<file path="src/rtl/dht11_pkg.sv">
// Shared types, default timing constants and frame helpers for the DHT11 sensor model.
package dht11_pkg;

   typedef enum logic [3:0] {
      ST_IDLE,
      ST_START_LOW,
      ST_WAIT_REL,
      ST_RESP_DELAY,
      ST_PRE_LOW,
      ST_PRE_HIGH,
      ST_BIT_LOW,
      ST_BIT_HIGH,
      ST_END_LOW
   } dht11_state_e;

   localparam int unsigned DEF_CLK_FREQ_HZ   = 100_000_000;
   localparam int unsigned DEF_START_MIN_US  = 18000;
   localparam int unsigned DEF_RESP_DELAY_US = 30;
   localparam int unsigned DEF_T_PRE_US      = 80;
   localparam int unsigned DEF_T_BIT_LOW_US  = 50;
   localparam int unsigned DEF_T_ZERO_US     = 28;
   localparam int unsigned DEF_T_ONE_US      = 70;

   // Width of the microsecond counter; must hold the longest timed interval.
   localparam int unsigned US_CNT_W = 16;

   typedef logic [39:0] frame_t;

   // 8-bit wrapping sum of the four data bytes.
   function automatic logic [7:0] dht11_chksum(input logic [7:0] a,
                                               input logic [7:0] b,
                                               input logic [7:0] c,
                                               input logic [7:0] d);
      dht11_chksum = a + b + c + d;
   endfunction

   // Assemble the 40-bit frame, optionally flipping the checksum LSB.
   function automatic frame_t dht11_frame(input logic [7:0] hi,
                                          input logic [7:0] hd,
                                          input logic [7:0] ti,
                                          input logic [7:0] td,
                                          input logic       corrupt);
      logic [7:0] cs;
      cs = dht11_chksum(hi, hd, ti, td);
      cs[0] = cs[0] ^ corrupt;
      dht11_frame = {hi, hd, ti, td, cs};
   endfunction

endpackage

</file>
<file path="src/rtl/dht11_us_timer.sv">
// Microsecond time base: prescaler producing us_tick plus an elapsed-us counter, both cleared by clr.
module dht11_us_timer
   import dht11_pkg::*;
#(
   parameter int unsigned TICKS_PER_US = 100,
   parameter int unsigned CNT_W        = US_CNT_W
) (
   input  logic             clk,
   input  logic             rst,
   input  logic             clr,
   output logic             us_tick,
   output logic [CNT_W-1:0] count
);

   localparam int unsigned      PRE_W    = (TICKS_PER_US > 1) ? $clog2(TICKS_PER_US) : 1;
   localparam logic [PRE_W-1:0] PRE_LAST = PRE_W'(TICKS_PER_US - 1);

   logic [PRE_W-1:0] pre;

   // A tick is suppressed while clearing so stale counts never reach the FSM.
   assign us_tick = !clr && (pre == PRE_LAST);

   // Prescaler and microsecond counter.
   always_ff @(posedge clk or posedge rst) begin
      if (rst) begin
         pre   <= '0;
         count <= '0;
      end else if (clr) begin
         pre   <= '0;
         count <= '0;
      end else if (pre == PRE_LAST) begin
         pre   <= '0;
         count <= count + 1'b1;
      end else begin
         pre   <= pre + 1'b1;
      end
   end

endmodule

</file>
<file path="config.mk">
export PLATFORM = sky130hd
export DESIGN_NAME = dht11_us_timer
export DESIGN_NICKNAME = d
export VERILOG_FILES = /design/src/rtl/dht11_pkg.sv /design/src/rtl/dht11_us_timer.sv
export SDC_FILE = /design/constraint.sdc
export NUM_CORES = 1
export LEC_CHECK = 0
export ABC_AREA = 0
export CORE_ASPECT_RATIO = 0.5
export CORE_MARGIN = 4
export CORE_UTILIZATION = 40
export CTS_CLUSTER_DIAMETER = 150
export CTS_CLUSTER_SIZE = 30
export DETAILED_ROUTE_END_ITERATION = 7
export PLACE_DENSITY_LB_ADDON = 0.1
export SLEW_MARGIN = 40
export SYNTH_ARGS = -nofsm -noshare
export SYNTH_HDL_FRONTEND = slang
export SYNTH_SLANG_ARGS = --single-unit
export TNS_END_PERCENT = 10
</file>
<file path="constraint.sdc">
create_clock -name clk -period 1.5 [get_ports clk]
set_input_delay 0.15 -clock clk [delete_from_list [all_inputs] [get_ports clk]]
set_output_delay 0.15 -clock clk [all_outputs]
set_load 0.005 [all_outputs]
</file>
==> flow_summary.rst <==
.. list-table::
   :header-rows: 1

   * - Metric
     - Value
   * - Result of the run
     - finished, violations left
   * - Violations in the final reports
     - setup timing
   * - Setup Viol. Count Final
     - 15
   * - Number of I/O port buffers
     - 19
   * - Total internal power
     - 0.000839 W
   * - Startpoint-to-endpoint class of the critical path
     - register to register
   * - Count of final max-slew check failures
     - 0
   * - Effective utilization at floorplan
     - 0.436
   * - Bufs and invs on worst path
     - 2
   * - Clock-pin slew of the registers on the worst-case setup and hold paths
     - 80 ps
   * - Fmax
     - 553 MHz
   * - Detailed-route wire length per cell
     - 12.9 um
   * - Via count normalized by instance count
     - 4.88
   * - IO Pins
     - 20
   * - Async S/R FF share, synth
     - 1.00
   * - Number of remaining DRC errors
     - 0
   * - Area of the mapped netlist
     - 0.00118 mm2
   * - Number of H-tree levels
     - 1
   * - Area of the die
     - 0.00395 mm2
   * - Met1 Use GR
     - 0.202
   * - Clock buffer count from CTS
     - 3
   * - CTS tree
     - built
   * - Critical path endpoint category
     - register
   * - Gpl congestion
     - 0.767
   * - Global route hottest layer
     - met2
   * - Largest net degree at the start of global routing
     - 24
   * - Primary FF master, synth
     - sky130_fd_sc_hd__dfrtp_1
   * - Proportion of power drawn by combinational gates
     - 0.052
   * - Capturing point of the worst reg2reg path
     - count[10]
   * - Worst R2R Start
     - pre[0]
   * - Worst setup path endpoint
     - count[10]
   * - Power per standard cell area
     - 622 mW/mm2
   * - Crit share post-route
     - 1.21
   * - Synth area leaders
     - sky130_fd_sc_hd__dfrtp_1 49%, sky130_fd_sc_hd__xor2_1 5.9%, sky130_fd_sc_hd__nand4_1 4.2%
   * - Final hold violation count
     - 0
   * - Fraction of layout cells with a size suffix above 1
     - 0.288
   * - Delay of the slowest cell on the worst path
     - 440 ps
   * - Proportion of netlist area held by the largest area contributor
     - 0.486
   * - Synth Net Count
     - 123
   * - CTS max path bufs
     - 2
   * - X dimension of the die
     - 85.0 um
   * - Worst VDD drop
     - 0.624 mV
   * - Cell type of the slowest stage on the worst timing path
     - sky130_fd_sc_hd__or3_1
   * - Post-layout minimum cycle time
     - 1810 ps
   * - Post-route insts no fill
     - 207
   * - Total congestion overflow
     - 0
   * - Slew HR
     - 0.806
   * - Gate Count Post-Synth
     - 118
   * - Worst Clk Skew
     - 3.61 ps
   * - Ordered list of cells on the worst path
     - ha_2 -> and4bb_1 -> buf_6 -> buf_6 -> nand4_1 -> or3_1 -> a21oi_2
   * - Most Frequent Cell on Critical Path
     - sky130_fd_sc_hd__buf_6
   * - Number of warning messages in the yosys log
     - 0
   * - Critical path fanouts, max
     - 6
   * - Number of max-cap violations
     - 0
   * - Total number of nets in the final design
     - 176
   * - Vias in the first global route
     - 983
   * - Layout Area Growth over Synthesis
     - 44.6%
   * - Global-route wire length before repair
     - 4570 um
   * - Met2 usage in global routing
     - 0.252
   * - Number of enable flip-flop cells after synthesis
     - 0
   * - Overall routed net length
     - 2670 um
   * - Switching fraction of total power
     - 0.212
   * - Layout fillers
     - 243
   * - Kind of path behind the tightest hold check
     - input port to asynchronous set/reset pin
   * - Cell with the most instances after synthesis
     - sky130_fd_sc_hd__dfrtp_1
   * - FF+latch area
     - 576 um2
   * - Final total power
     - 0.00106 W
   * - Portion of total power attributed to sequential cells
     - 0.591
   * - Standard cell core area
     - 0.00272 mm2
   * - Number of diodes
     - 0
   * - Setup slack after layout
     - -310 ps
   * - Pre-Repair DR Iteration Count
     - 4
   * - Minimum setup slack among reg-to-reg paths
     - -310 ps
   * - Top cells by instance count after synthesis
     - 23 x sky130_fd_sc_hd__dfrtp_1, 9 x sky130_fd_sc_hd__a21oi_1, 9 x sky130_fd_sc_hd__nor2_1
   * - Sequential cell area fraction in the yosys report
     - 0.486
   * - Global Route met3 Usage
     - 0.0482
   * - Clk network pwr share
     - 0.357
   * - Total Routing Usage GR
     - 0.151
   * - Detailed-placement wirelength estimate
     - 1920 um
   * - Kind of cell adding the most delay to the critical path
     - simple AND/OR/NAND/NOR gates
   * - Clock insertion delay at the later pin of the skew report
     - 260 ps
   * - Flip-flop and latch count after synthesis
     - 23
   * - R2R cell count
     - 7
   * - Worst-margin pin slew
     - 291 ps
   * - Post-synthesis area per instance
     - 10.0 um2
   * - Post-synth top area cell
     - sky130_fd_sc_hd__dfrtp_1
   * - Via Count
     - 1010
   * - Startpoint Class
     - register
   * - Sw power
     - 0.000226 W
   * - Clock root buffer
     - sky130_fd_sc_hd__clkbuf_8
   * - Beginning of the critical path
     - pre[0]
   * - Count of standard-cell rows
     - 13
   * - Initial detailed-routing violation count
     - 22
   * - Stages on the worst setup path
     - 7
   * - Chip height
     - 46.5 um
   * - Leakage power of the design
     - 0.739 nW
   * - Required time of the critical path
     - 1690 ps
   * - Number of distinct library cell variants in the gate-level netlist after synthesis
     - 31
   * - Number of antenna violations at the first check in global routing
     - 0
   * - Number of clock sinks
     - 23
   * - Final core utilization
     - 0.631
   * - Area of combinational cells with multiple inputs
     - 588 um2
   * - Setup repair after global routing missed its margin
     - true
   * - Cell count after placement
     - 198
   * - Arrival time worst endpoint
     - 2000 ps
   * - Antenna-violating nets left
     - 0
==> flip-flops by register name, indices dropped and copies added (netlist names) <==
name,cells
count,16
pre,7
==> metrics by stage <==
step,area [um2],worst slack [ps],setup TNS (ps),hold WS [ps]
final,1710,-310,-2840,219
after global routing,1710,-405,-4350,250
after detailed placement,1600,-170,-1000,517
after global placement,1600,-124,-815,509
after floorplan,1190,-46.6,-172,152
after CTS,1670,-214,-1660,226
==> cells by family (layout without fill, tap and decap cells) <==
family / Yosys count / in the layout / share of synthesized area
adders and majority gates: 2 / 2 / 0.0211
AOI/OAI and AO/OA: 16 / 16 / 0.0718
DFF: 23 / 23 / 0.486
and+or+nand+nor: 59 / 59 / 0.294
buffers and inverters: 6 / 58 / 0.0391
xor gates and xnor gates: 12 / 12 / 0.0887
==> worst register-to-register path, cell delays in order (launching register included) <==
cell and delay (ps):
sky130_fd_sc_hd__dfrtp_1 360, sky130_fd_sc_hd__ha_2 180, sky130_fd_sc_hd__and4bb_1 240, sky130_fd_sc_hd__buf_6 120, sky130_fd_sc_hd__buf_6 100, sky130_fd_sc_hd__nand4_1 170
sky130_fd_sc_hd__or3_1 440, sky130_fd_sc_hd__a21oi_2 130
==> final cells by class <==
cell class,instances,area share
Multi-Input combinational cell,89,0.343
Inverter,1,0.00219
Sequential cell,23,0.336
Tap cell,37,0.0270
Timing Repair Buffer,53,0.265
Clock buffer,4,0.0263
==> metal layers <==
metal / wire length (um) / up-vias
li1: - / 529
met1: 1320 / 465
met2: 1230 / 14
met3: 114 / 2
met4: 8 / 0
met5: 0 / -
==> power by group through the flow <==
stage	combinational (W)	sequential [W]	clock (W)
3_3_place_gp	0.0000525	0.000641	0
2_1_floorplan	0.0000272	0.000642	0
6_report	0.0000550	0.000629	0.000381
3_5_place_dp	0.0000529	0.000642	0
4_1_cts	0.0000536	0.000629	0.000399
5_1_grt	0.0000624	0.000630	0.000440
==> worst min-delay path by stage <==
stage / from / to / slack [ps] / cells past startpoint
after floorplan: rst / count[0] / 150 / 1
after global placement: rst / pre[6] / 510 / 3
after detailed placement: rst / count[13] / 520 / 3
after CTS: rst / pre[6] / 230 / 3
after global routing: rst / pre[5] / 250 / 3
final: rst / pre[6] / 220 / 3
==> timing repair <==
item / in CTS / in global routing
pin swaps: 11 / 5
setup endpoints to repair: 14 / 19
gates resized for setup: 5 / 4
hold buffers: 0 / 0
buffers inserted: 1 / 4
==> placed cells by master (no fill, tap or decap), types with 5 or more instances in the layout <==
cell type / count
sky130_fd_sc_hd__xor2_1: 8
sky130_fd_sc_hd__nor2_1: 9
sky130_fd_sc_hd__a21oi_1: 8
sky130_fd_sc_hd__nor3_1: 6
sky130_fd_sc_hd__clkdlybuf4s50_1: 18
sky130_fd_sc_hd__nand4_1: 8
sky130_fd_sc_hd__buf_4: 32
sky130_fd_sc_hd__o21ai_0: 5
sky130_fd_sc_hd__dfrtp_1: 23
sky130_fd_sc_hd__nand2_1: 8
Note: power is estimated with default switching activity, not from simulation.
